### src/rtl/axis_hit_detector.sv
// ----------------------------------------------------------------------------
// axis_hit_detector
//
// Turns one channel's magnitude stream into discrete drum-hit events. A strike
// starts when a sample reaches the onset threshold. It ends when a sample falls
// below the effective release threshold, which is min(off, on). During the
// strike the block tracks the peak magnitude and a saturating duration. When the
// strike ends it emits one event {duration, peak}. It then ignores cfg_holdoff
// valid samples before it can detect another onset.
//
// Ports
//   aclk, areset        clock, synchronous active-high reset
//   magnitude_tdata     unsigned magnitude sample
//   magnitude_tvalid    sample valid (no back-pressure; every valid is used)
//   cfg_threshold_on    onset threshold
//   cfg_threshold_off   release threshold (clamped to <= on)
//   cfg_holdoff         valid samples ignored after a strike
//   m_axis_tdata        event {duration, peak}
//   m_axis_tvalid       event valid
//   m_axis_tready       downstream ready
//   dropped_count       saturating count of events lost to a full register
//   active              high while a strike is in progress
//
// AXIS_TDATA_WIDTH must equal MAG_WIDTH + DUR_WIDTH.
// ----------------------------------------------------------------------------
module axis_hit_detector #(
    parameter int MAG_WIDTH        = 24,
    parameter int DUR_WIDTH        = 8,
    parameter int HOLD_WIDTH       = 16,
    parameter int AXIS_TDATA_WIDTH = 32
) (
    input  logic                        aclk,
    input  logic                        areset,
    input  logic [MAG_WIDTH-1:0]        magnitude_tdata,
    input  logic                        magnitude_tvalid,
    input  logic [MAG_WIDTH-1:0]        cfg_threshold_on,
    input  logic [MAG_WIDTH-1:0]        cfg_threshold_off,
    input  logic [HOLD_WIDTH-1:0]       cfg_holdoff,
    output logic [AXIS_TDATA_WIDTH-1:0] m_axis_tdata,
    output logic                        m_axis_tvalid,
    input  logic                        m_axis_tready,
    output logic [7:0]                  dropped_count,
    output logic                        active
);

    typedef enum logic [1:0] {
        IDLE    = 2'd0,
        ATTACK  = 2'd1,
        HOLDOFF = 2'd2
    } state_t;

    function automatic logic [DUR_WIDTH-1:0] sat_inc_dur(input logic [DUR_WIDTH-1:0] d);
        return (d == {DUR_WIDTH{1'b1}}) ? d : d + DUR_WIDTH'(1);
    endfunction

    function automatic logic [7:0] sat_inc_drop(input logic [7:0] c);
        return (c == 8'hFF) ? c : c + 8'd1;
    endfunction

    state_t                        state_q, state_d;
    logic [MAG_WIDTH-1:0]          peak_q, peak_d;
    logic [DUR_WIDTH-1:0]          dur_q, dur_d;
    logic [HOLD_WIDTH-1:0]         hold_q, hold_d;
    logic                          active_q;
    logic                          tvalid_q, tvalid_d;
    logic [AXIS_TDATA_WIDTH-1:0]   tdata_q, tdata_d;
    logic [7:0]                    drop_q, drop_d;

    logic [MAG_WIDTH-1:0]          thr_off;
    logic                          ev_gen;
    logic [AXIS_TDATA_WIDTH-1:0]   ev_word;

    // A release threshold above the onset threshold would end a strike
    // immediately. Clamping it to the onset threshold keeps the hysteresis sane.
    assign thr_off = (cfg_threshold_off < cfg_threshold_on) ? cfg_threshold_off
                                                            : cfg_threshold_on;

    // The event reports the strike as it stood before the release sample.
    assign ev_word = {dur_q, peak_q};

    // Strike state machine: only valid samples advance it.
    always_comb begin
        state_d = state_q;
        peak_d  = peak_q;
        dur_d   = dur_q;
        hold_d  = hold_q;
        ev_gen  = 1'b0;
        if (magnitude_tvalid) begin
            unique case (state_q)
                IDLE: begin
                    if (magnitude_tdata >= cfg_threshold_on) begin
                        state_d = ATTACK;
                        peak_d  = magnitude_tdata;
                        dur_d   = DUR_WIDTH'(1);
                    end
                end
                ATTACK: begin
                    if (magnitude_tdata >= thr_off) begin
                        if (magnitude_tdata > peak_q) begin
                            peak_d = magnitude_tdata;
                        end
                        dur_d = sat_inc_dur(dur_q);
                    end else begin
                        ev_gen  = 1'b1;
                        hold_d  = cfg_holdoff;
                        state_d = (cfg_holdoff == '0) ? IDLE : HOLDOFF;
                    end
                end
                HOLDOFF: begin
                    hold_d = hold_q - HOLD_WIDTH'(1);
                    // The counter is nonzero on entry, so the sample that
                    // brings it to zero is the last one ignored.
                    if (hold_q <= HOLD_WIDTH'(1)) begin
                        hold_d  = '0;
                        state_d = IDLE;
                    end
                end
                default: begin
                    state_d = IDLE;
                end
            endcase
        end
    end

    // Single-entry output register. A slot that is draining this cycle
    // counts as free, so back-to-back events at full throughput are not lost.
    always_comb begin
        tvalid_d = tvalid_q;
        tdata_d  = tdata_q;
        drop_d   = drop_q;
        if (ev_gen) begin
            if (!tvalid_q || m_axis_tready) begin
                tvalid_d = 1'b1;
                tdata_d  = ev_word;
            end else begin
                drop_d = sat_inc_drop(drop_q);
            end
        end else if (tvalid_q && m_axis_tready) begin
            tvalid_d = 1'b0;
        end
    end

    always_ff @(posedge aclk) begin
        if (areset) begin
            state_q  <= IDLE;
            peak_q   <= '0;
            dur_q    <= '0;
            hold_q   <= '0;
            active_q <= 1'b0;
            tvalid_q <= 1'b0;
            tdata_q  <= '0;
            drop_q   <= '0;
        end else begin
            state_q  <= state_d;
            peak_q   <= peak_d;
            dur_q    <= dur_d;
            hold_q   <= hold_d;
            active_q <= (state_d == ATTACK);
            tvalid_q <= tvalid_d;
            tdata_q  <= tdata_d;
            drop_q   <= drop_d;
        end
    end

    assign m_axis_tdata  = tdata_q;
    assign m_axis_tvalid = tvalid_q;
    assign dropped_count = drop_q;
    assign active        = active_q;

endmodule

### config.mk
export PLATFORM = sky130hd
export DESIGN_NAME = axis_hit_detector
export DESIGN_NICKNAME = d
export VERILOG_FILES = /design/src/rtl/axis_hit_detector.sv
export SDC_FILE = /design/constraint.sdc
export NUM_CORES = 1
export LEC_CHECK = 0
export ABC_AREA = 1
export CAP_MARGIN = 10
export CORE_ASPECT_RATIO = 1.4
export CORE_MARGIN = 2
export CORE_UTILIZATION = 54
export DETAILED_ROUTE_END_ITERATION = 7
export GPL_TIMING_DRIVEN = 0
export HOLD_SLACK_MARGIN = 0.03
export PLACE_DENSITY = 0.91
export RECOVER_POWER = 100
export SYNTH_ARGS = -nofsm -noshare
export SYNTH_HDL_FRONTEND = slang
export SYNTH_SLANG_ARGS = --single-unit
### constraint.sdc
create_clock -name aclk -period 4.9 [get_ports aclk]
set_clock_uncertainty 0.15 [all_clocks]
set_input_delay 0.735 -clock aclk [delete_from_list [all_inputs] [get_ports aclk]]
set_output_delay 0.735 -clock aclk [all_outputs]
set_load 0.05 [all_outputs]
==> metrics.txt, run 1 <==
# TYPE chip_impl_metric gauge
chip_impl_metric{name="worst-path-max-fanout",unit=""} 10
chip_impl_metric{name="place.detailed.instances",unit=""} 1362
chip_impl_info{name="synth_top_flop_cell",value="sky130_fd_sc_hd__dfxtp_1"} 1
chip_impl_metric{name="cts.sink_count",unit=""} 92
chip_impl_metric{name="timing.final.setup_violations",unit=""} 0
chip_impl_info{name="hp-start",value="m_axis_tdata[29]$_SDFFE_PP0P_"} 1
chip_impl_metric{name="synth_area_per_cell",unit="sq um"} 6.62
chip_impl_metric{name="floorplan.core_area",unit="sq um"} 12900
chip_impl_metric{name="period_share",unit="%"} 96.2
chip_impl_metric{name="portion_of_the_post_synthesis_area_used_by_sequential_elements",unit="%"} 25.9
chip_impl_metric{name="netlist_cell_types",unit=""} 39
chip_impl_metric{name="finalCriticalPeriod",unit="ns"} 4.71
chip_impl_info{name="critPathMostFrequentCell",value="sky130_fd_sc_hd__nand2_1"} 1
chip_impl_metric{name="ir_drop",unit="mV"} 0.196
chip_impl_metric{name="fp.dieArea",unit="sq um"} 14100
chip_impl_metric{name="io_buffers",unit=""} 133
chip_impl_metric{name="powerDensity",unit="nW/um^2"} 274
chip_impl_metric{name="grt_pass1_wl",unit="mm"} 29.6
chip_impl_metric{name="synth_seq_cells",unit=""} 92
chip_impl_metric{name="routed_via_density",unit=""} 5.38
chip_impl_info{name="launching_element_type_of_the_critical_path",value="input pin"} 1
chip_impl_metric{name="synthCells",unit=""} 1076
chip_impl_info{name="cts-root-buf",value="sky130_fd_sc_hd__clkbuf_16"} 1
chip_impl_metric{name="mappedNetlistArea",unit="sq um"} 7120
chip_impl_metric{name="final_critical_path_setup_slack",unit="ns"} 0.185
chip_impl_metric{name="initial_core_utilization",unit="%"} 55.3
chip_impl_metric{name="diodes",unit=""} 0
chip_impl_metric{name="critPathRequiredTime",unit="ns"} 4.98
chip_impl_metric{name="yosys_warnings",unit=""} 0
chip_impl_metric{name="drt-total-wl",unit="mm"} 18.8
chip_impl_info{name="cpMaxStageDelayCell",value="sky130_fd_sc_hd__clkdlybuf4s50_1"} 1
chip_impl_metric{name="hold_ws",unit="ns"} 0.326
chip_impl_metric{name="die-height",unit="microns"} 140
chip_impl_metric{name="placement_rows",unit=""} 49
chip_impl_info{name="synth_top_cells_by_area",value="sky130_fd_sc_hd__dfxtp_1 26%, sky130_fd_sc_hd__ha_1 17%, sky130_fd_sc_hd__nand2_1 11%, sky130_fd_sc_hd__nor2_1 9.0%, sky130_fd_sc_hd__inv_1 6.8%"} 1
chip_impl_metric{name="finalWeightedCongestion",unit=""} 0.903
chip_impl_metric{name="n_fill_cell",unit=""} 1018
chip_impl_metric{name="number_of_violations_of_the_max_capacitance_limit",unit=""} 0
chip_impl_metric{name="hold_buffers",unit=""} 0
chip_impl_info{name="status",value="complete, no violations"} 1
chip_impl_metric{name="final_layout_size_suffix_gt1_share",unit="%"} 8.70
chip_impl_metric{name="maxClockFrequency",unit="GHz"} 0.212
chip_impl_metric{name="synth-edff-count",unit=""} 0
chip_impl_info{name="critical_path.endpoint_type",value="flop"} 1
chip_impl_metric{name="cts-root-to-sink-buffers",unit=""} 2
chip_impl_metric{name="cts_inserted_buffers",unit=""} 9
chip_impl_metric{name="synthesis.nets",unit=""} 1267
chip_impl_metric{name="worst-slew-pin-transition",unit="ns"} 0.662
chip_impl_metric{name="gr-total-overflow",unit=""} 0
chip_impl_info{name="cell_with_the_most_instances_after_synthesis",value="sky130_fd_sc_hd__nand2_1"} 1
chip_impl_info{name="crit_start",value="cfg_threshold_on[11]"} 1
chip_impl_metric{name="netlist.area_leader.share",unit="%"} 25.9
chip_impl_metric{name="critPathArrivalTime",unit="ns"} 4.80
chip_impl_metric{name="leakage",unit="nW"} 4.51
chip_impl_metric{name="pin_count",unit=""} 134
chip_impl_info{name="timing.critical_path.cells",value="clkdlybuf4s50_1, inv_1, ha_1, nand2_1, o21a_1, o221ai_1, a21oi_1, nand2_1, clkbuf_1, o21ai_0, ha_1, a21o_1, nor2_1, nand2_1, a21oi_2, nand3_4, nor2_4, nand2_4, buf_4, o21ai_1, nor2_1"} 1
chip_impl_metric{name="cpPeakStageDelay",unit="ns"} 0.45
chip_impl_metric{name="cts-htree-levels",unit=""} 3
chip_impl_metric{name="place_ws",unit="ns"} -0.306
chip_impl_info{name="netlist_top_cells_count",value="218 x sky130_fd_sc_hd__nand2_1, 171 x sky130_fd_sc_hd__nor2_1, 129 x sky130_fd_sc_hd__inv_1, 99 x sky130_fd_sc_hd__ha_1, 92 x sky130_fd_sc_hd__dfxtp_1"} 1
chip_impl_metric{name="drt_first_pass_iters",unit=""} 5
chip_impl_metric{name="finalMaxSlewViolations",unit=""} 0
chip_impl_metric{name="finish.net_count",unit=""} 1416
chip_impl_info{name="hold_path_class",value="flop to flop"} 1
chip_impl_metric{name="hold_viol",unit=""} 0
chip_impl_info{name="synth.largest_area_cell",value="sky130_fd_sc_hd__dfxtp_1"} 1
chip_impl_metric{name="groute.usage.overall",unit="%"} 25.6
chip_impl_metric{name="dp_hpwl",unit="mm"} 15.0
chip_impl_metric{name="drc",unit=""} 0
chip_impl_metric{name="routed_wire_length_per_instance",unit="microns"} 13.6
chip_impl_metric{name="first_global_vias",unit=""} 6906
chip_impl_metric{name="fp.dieW",unit="microns"} 101
chip_impl_metric{name="grt_start_max_net_pins",unit=""} 17
chip_impl_info{name="crit_family",value="compound AO/OA/AOI/OAI gates"} 1
chip_impl_metric{name="ys_async_sr_fraction",unit="%"} 0
chip_impl_info{name="launch_point_of_the_worst_reg_to_reg_path",value="peak_q[19]$_SDFFE_PP0P_"} 1
chip_impl_metric{name="final_cells",unit=""} 1383
chip_impl_metric{name="route.antenna.remaining_nets",unit=""} 0
chip_impl_info{name="tritoncts_clock_tree",value="yes"} 1
chip_impl_metric{name="cp_num_buf_inv",unit=""} 4
chip_impl_metric{name="number_of_antenna_violations_at_the_first_check_in_global_routing",unit=""} 0
chip_impl_metric{name="dr.first_iter.drc_count",unit=""} 357
chip_impl_metric{name="maxSlewHeadroom",unit="%"} 55.6
chip_impl_metric{name="area.growth.synth_to_final",unit="%"} 26.8
chip_impl_metric{name="clk_pin_slew",unit="ns"} 0.07
chip_impl_info{name="timing.setup.critical_path_class",value="input pin to flop"} 1
chip_impl_metric{name="reg2reg_setup_slack",unit="ns"} 2.49
chip_impl_metric{name="routed-via-count",unit=""} 7434
chip_impl_metric{name="clock_latency",unit="ns"} 0.35
metal layers:
layer	vias up	share of wire (%)	GRT usage [%]
li1	3773	-	-
met1	3333	38	27.0
met2	271	53	48.7
met3	57	5.1	2.84
met4	0	3.8	13.0
met5	-	0	0
sequential cells by signal, summed over array words and instances, names as in the netlist:
| register | flops |
|---|---|
| active | 1 |
| dropped_count | 8 |
| dur_q | 8 |
| hold_q | 16 |
| m_axis_tdata | 32 |
| m_axis_tvalid | 1 |
| peak_q | 24 |
| state_q | 2 |
placed cells by master, fill, tap and decap left out, types with 14 or more instances in the layout:
cell type	n
sky130_fd_sc_hd__nand2_1	218
sky130_fd_sc_hd__nor2_1	171
sky130_fd_sc_hd__inv_1	129
sky130_fd_sc_hd__ha_1	99
sky130_fd_sc_hd__dfxtp_1	92
sky130_fd_sc_hd__clkdlybuf4s50_1	91
sky130_fd_sc_hd__a21oi_1	54
sky130_fd_sc_hd__o21ai_0	49
sky130_fd_sc_hd__dlygate4sd3_1	42
sky130_fd_sc_hd__nand3_1	41
sky130_fd_sc_hd__nand4_1	36
sky130_fd_sc_hd__o21ai_1	35
sky130_fd_sc_hd__nand2_2	24
sky130_fd_sc_hd__inv_2	23
sky130_fd_sc_hd__clkbuf_1	14
sky130_fd_sc_hd__xor2_1	14
metrics by stage:
step | cell area [sq um] | TNS [ns] | utilization (%) | total power, mW
floorplan | 7120 | 0 | - | 1.49
global placement | 8650 | -9.02 | 67.2 | 1.72
detailed placement | 8650 | -16.37 | 67.2 | 1.76
CTS | 8950 | 0 | 69.5 | 2.46
global route | 9030 | -0.173 | 70.1 | 2.62
finish | 9030 | 0 | 70.1 | 2.47
worst register-to-register path, cell delays in order (launching register included):
cell and delay, ns:
sky130_fd_sc_hd__dfxtp_1 0.33, sky130_fd_sc_hd__inv_1 0.07, sky130_fd_sc_hd__ha_1 0.31, sky130_fd_sc_hd__nand2_1 0.06
sky130_fd_sc_hd__nor2_1 0.11, sky130_fd_sc_hd__nand4_1 0.18, sky130_fd_sc_hd__nor2_1 0.21, sky130_fd_sc_hd__nand2_1 0.08
sky130_fd_sc_hd__nand3_1 0.06, sky130_fd_sc_hd__nand2_1 0.06, sky130_fd_sc_hd__nand2_2 0.16, sky130_fd_sc_hd__buf_2 0.25
sky130_fd_sc_hd__nand4_1 0.14, sky130_fd_sc_hd__nand2_1 0.09, sky130_fd_sc_hd__nor2_1 0.04
timing repair:
action,4_1_cts,5_1_grt
hold endpoints to repair,0,0
endpoints found under the setup margin,0,86
resized for setup,0,23
setup buffers,0,5
layout make-up:
type / count / area, sq um / share of cell area, %
buffer: 35 / 223 / 2.47
multi-input combinational: 794 / 4520 / 50.1
timing repair buffer: 138 / 1370 / 15.2
sequential: 92 / 1840 / 20.4
inverter: 155 / 586 / 6.48
tap: 153 / 191 / 2.12
clock buffer: 9 / 225 / 2.49
clock inverter: 7 / 73.8 / 0.817
worst paths after layout:
check / end / cells past startpoint
worst max register to register: peak_q[7]$_SDFFE_PP0P_ / 14
worst min-delay path: m_axis_tdata[29]$_SDFFE_PP0P_ / 2
worst min register to register: m_axis_tdata[29]$_SDFFE_PP0P_ / 2
worst max-delay path: m_axis_tdata[31]$_SDFFE_PP0P_ / 21
logic make-up after synthesis:
logic type / after synthesis / share of synthesized area, %
simple gates: 513 / 31.1
flops: 92 / 25.9
xor+xnor: 22 / 2.70
fa+ha+maj: 99 / 17.4
buf+inv: 190 / 10.9
compound gates: 160 / 12.0
power by group:
part	internal [mW]	leakage [nW]	switching, mW	total, mW
clock network	0.398	0.146	0.304	0.702
logic	0.367	3.62	0.557	0.924
registers	0.807	0.750	0.0407	0.848
No activity file was read; power rests on OpenSTA's default activity.
==> run 2, diff against run 1 <==
--- a/config.mk
+++ b/config.mk
@@ -9,12 +9,13 @@
 export CAP_MARGIN = 10
 export CORE_ASPECT_RATIO = 1.4
 export CORE_MARGIN = 2
-export CORE_UTILIZATION = 54
+export CORE_UTILIZATION = 28
 export DETAILED_ROUTE_END_ITERATION = 7
 export GPL_TIMING_DRIVEN = 0
 export HOLD_SLACK_MARGIN = 0.03
-export PLACE_DENSITY = 0.91
+export PLACE_DENSITY = 0.57
 export RECOVER_POWER = 100
+export REMOVE_ABC_BUFFERS = 1
 export SYNTH_ARGS = -nofsm -noshare
 export SYNTH_HDL_FRONTEND = slang
 export SYNTH_SLANG_ARGS = --single-unit
==> metrics.txt, run 2 (synthesis gave the netlist of run 1 again) <==
# TYPE chip_impl_metric gauge
chip_impl_info{name="critPathMostFrequentCell",value="sky130_fd_sc_hd__nand2_1"} 1
chip_impl_info{name="grt_setup_unrepaired",value="false"} 1
chip_impl_metric{name="pin_count",unit=""} 134
chip_impl_metric{name="route.antenna.remaining_nets",unit=""} 0
chip_impl_metric{name="diodes",unit=""} 0
chip_impl_info{name="launch_point_of_the_worst_reg_to_reg_path",value="peak_q[15]$_SDFFE_PP0P_"} 1
chip_impl_metric{name="finalMaxSlewViolations",unit=""} 0
chip_impl_metric{name="dp_hpwl",unit="mm"} 15.2
chip_impl_metric{name="fin_area",unit="sq um"} 9130
chip_impl_metric{name="finalCriticalPeriod",unit="ns"} 4.50
chip_impl_metric{name="n_fill_cell",unit=""} 2755
chip_impl_metric{name="fp.dieW",unit="microns"} 139
chip_impl_info{name="cts-root-buf",value="sky130_fd_sc_hd__clkbuf_16"} 1
chip_impl_metric{name="hold_buffers",unit=""} 0
chip_impl_metric{name="p_switching",unit="uW"} 885
chip_impl_metric{name="ir_drop",unit="mV"} 0.175
chip_impl_metric{name="holdPathStages",unit=""} 2
chip_impl_metric{name="critPathRequiredTime",unit="ns"} 5.00
chip_impl_metric{name="die-height",unit="microns"} 193
chip_impl_metric{name="hold_viol",unit=""} 0
chip_impl_metric{name="timing.final.setup_violations",unit=""} 0
chip_impl_metric{name="routed_wire_length_per_instance",unit="microns"} 12.8
chip_impl_metric{name="io_buffers",unit=""} 133
chip_impl_metric{name="period_share",unit="%"} 91.8
chip_impl_metric{name="multi_input_gate_area_in_the_final_layout",unit="sq um"} 4560
chip_impl_metric{name="drt_first_pass_iters",unit=""} 5
chip_impl_info{name="tritoncts_clock_tree",value="yes"} 1
chip_impl_metric{name="comb_power_share",unit="%"} 35.4
chip_impl_metric{name="cts-root-to-sink-buffers",unit=""} 2
chip_impl_metric{name="power_report.internal_total",unit="mW"} 1.61
chip_impl_metric{name="finalWeightedCongestion",unit=""} 0.796
chip_impl_metric{name="number_of_antenna_violations_at_the_first_check_in_global_routing",unit=""} 0
chip_impl_metric{name="area.growth.synth_to_final",unit="%"} 28.2
chip_impl_metric{name="finish.net_count",unit=""} 1386
chip_impl_metric{name="largest_reg_flops",unit=""} 32
chip_impl_info{name="cpMaxStageDelayCell",value="sky130_fd_sc_hd__clkdlybuf4s50_1"} 1
chip_impl_metric{name="powerDensity",unit="nW/um^2"} 273
chip_impl_metric{name="dr.first_iter.drc_count",unit=""} 356
chip_impl_metric{name="layout.core_utilization",unit="%"} 36.2
chip_impl_metric{name="drc",unit=""} 0
chip_impl_metric{name="placement_rows",unit=""} 69
chip_impl_metric{name="routed-via-count",unit=""} 6970
chip_impl_info{name="hold_path_class",value="flop to flop"} 1
chip_impl_info{name="min_delay_worst_endpoint",value="m_axis_tdata[26]$_SDFFE_PP0P_"} 1
chip_impl_metric{name="reg2reg_setup_slack",unit="ns"} 2.16
chip_impl_metric{name="grt_pass1_wl",unit="mm"} 31.3
chip_impl_metric{name="final_layout_size_suffix_gt1_share",unit="%"} 6.17
chip_impl_metric{name="grt_start_max_net_pins",unit=""} 56
chip_impl_metric{name="first_global_vias",unit=""} 6471
chip_impl_metric{name="worst-path-max-fanout",unit=""} 24
chip_impl_info{name="launching_element_type_of_the_critical_path",value="input pin"} 1
chip_impl_info{name="most_frequent_standard_cell_in_the_layout_excluding_fill_and_tap_cells",value="sky130_fd_sc_hd__nand2_1"} 1
chip_impl_info{name="reg2reg_to",value="peak_q[12]$_SDFFE_PP0P_"} 1
chip_impl_metric{name="groute.usage.overall",unit="%"} 14.4
chip_impl_metric{name="maxClockFrequency",unit="GHz"} 0.222
chip_impl_metric{name="cts.sink_count",unit=""} 92
chip_impl_info{name="final_cell_mix",value="236 x sky130_fd_sc_hd__nand2_1, 172 x sky130_fd_sc_hd__nor2_1, 130 x sky130_fd_sc_hd__inv_1"} 1
chip_impl_metric{name="maxSlewHeadroom",unit="%"} 40.2
chip_impl_metric{name="postPlaceCellArea",unit="sq um"} 8680
chip_impl_metric{name="timing.reg2reg.worst_path_depth",unit=""} 14
chip_impl_metric{name="cts_inserted_buffers",unit=""} 9
chip_impl_metric{name="fp.dieArea",unit="sq um"} 26800
chip_impl_info{name="timing.setup.critical_path_class",value="input pin to flop"} 1
chip_impl_metric{name="clk_pin_slew",unit="ns"} 0.06
chip_impl_metric{name="routed_via_density",unit=""} 4.59
chip_impl_metric{name="cpPeakStageDelay",unit="ns"} 0.49
chip_impl_metric{name="critPathArrivalTime",unit="ns"} 4.59
chip_impl_metric{name="cts-htree-levels",unit=""} 3
chip_impl_info{name="critical_path.endpoint_type",value="flop"} 1
chip_impl_metric{name="register_area",unit="sq um"} 1840
chip_impl_metric{name="netSwitchingFraction",unit="%"} 35.5
chip_impl_metric{name="pwr-share-seq",unit="%"} 33.9
chip_impl_metric{name="setup-tns-final",unit="ns"} 0
chip_impl_metric{name="power.clock.fraction",unit="%"} 30.7
chip_impl_info{name="status",value="complete, no violations"} 1
chip_impl_metric{name="leakage",unit="nW"} 4.45
chip_impl_info{name="timing.critical_path.cells",value="clkdlybuf4s50_1, inv_1, ha_1, a21oi_1, o21a_1, o221ai_2, a21oi_2, buf_4, nand2_8, o21ai_0, ha_1, a21o_1, nor2_1, nand2_1, a21oi_2, nand3_2, nor2_4, nand2_1, inv_1, nand2_1, nand2_1, nor2_1"} 1
chip_impl_metric{name="floorplan.core_area",unit="sq um"} 25200
chip_impl_metric{name="drt-total-wl",unit="mm"} 19.4
chip_impl_metric{name="gr-total-overflow",unit=""} 0
chip_impl_metric{name="initial_core_utilization",unit="%"} 28.3
chip_impl_info{name="hp-start",value="m_axis_tdata[26]$_SDFFE_PP0P_"} 1
chip_impl_metric{name="clock_latency",unit="ns"} 0.35
chip_impl_metric{name="worst-slew-pin-transition",unit="ns"} 0.894
chip_impl_metric{name="number_of_violations_of_the_max_capacitance_limit",unit=""} 0
[run 2: cell types whose count changed in the layout (fill, tap and decap cells not counted), moves of 2 or more]
cell	change
sky130_fd_sc_hd__buf_2	-5
sky130_fd_sc_hd__buf_4	-6
sky130_fd_sc_hd__buf_6	-4
sky130_fd_sc_hd__clkbuf_1	-14
sky130_fd_sc_hd__clkbuf_4	-5
sky130_fd_sc_hd__nand2_1	+18
sky130_fd_sc_hd__nand2_2	-19
sky130_fd_sc_hd__nand2_8	+2
sky130_fd_sc_hd__nand3_4	+2
sky130_fd_sc_hd__o21ai_0	+2
[run 2: per-stage QoR]
stage	hold WS [ns]	total power, mW	std cells	worst slack (ns)
floorplan	0.315	1.46	1041	0.445
global placement	0.314	1.73	1493	-1.40
detailed placement	0.321	1.74	1494	-1.49
CTS	0.336	2.53	1512	0.0461
global route	0.344	2.69	1519	0.0755
finish	0.328	2.49	1519	0.403
[run 2: worst max path at each step]
stage                    startpoint                       endpoint  cells after the start
5_1_grt        cfg_threshold_on[11]  dropped_count[0]$_SDFFE_PP0P_                     26
2_1_floorplan  cfg_threshold_on[11]        peak_q[15]$_SDFFE_PP0P_                     20
4_1_cts        cfg_threshold_on[15]  m_axis_tdata[11]$_SDFFE_PP0P_                     20
6_report       cfg_threshold_on[11]  dropped_count[0]$_SDFFE_PP0P_                     22
3_5_place_dp   cfg_threshold_on[11]        peak_q[18]$_SDFFE_PP0P_                     24
3_3_place_gp   cfg_threshold_on[11]        peak_q[15]$_SDFFE_PP0P_                     21
[run 2: worst max-delay path: cells and delay by family]
kind / cells / cell delay, ns
buffers and inverters: 4 / 0.93
AO/OA/AOI/OAI: 7 / 1.17
AND/OR/NAND/NOR: 9 / 1.17
adder cells (fa/ha/maj): 2 / 0.59
[run 2: what timing repair did]
item / CTS / global route
buffers inserted: 1 / 3
gates resized for setup: 9 / 8
gates cloned: 1 / 3
setup endpoints to repair: 92 / 84
pin swaps: 2 / 5
[run 2: power by group through the flow]
| stage | combinational (mW) | sequential, mW | clock [mW] |
|---|---|---|---|
| finish | 0.882 | 0.845 | 0.767 |
| global route | 1.02 | 0.854 | 0.816 |
| CTS | 0.895 | 0.846 | 0.793 |
| detailed placement | 0.882 | 0.863 | 0 |
| global placement | 0.867 | 0.862 | 0 |
| floorplan | 0.543 | 0.917 | 0 |
[run 2: layout make-up]
class / instances / area share (%)
timing repair buffer: 139 / 15.3
sequential: 92 / 20.2
clock inverter: 6 / 0.946
tap: 319 / 4.37
multi-input combinational: 798 / 50.0
inverter: 155 / 6.61
clock buffer: 10 / 2.62
[run 2: layer usage]
layer	global-route usage, %	vias up	part of all wire (%)
li1	-	3705	-
met1	16.5	3116	42
met2	27.3	126	53
met3	1.81	23	2.9
met4	4.97	0	2.3
met5	0	-	0
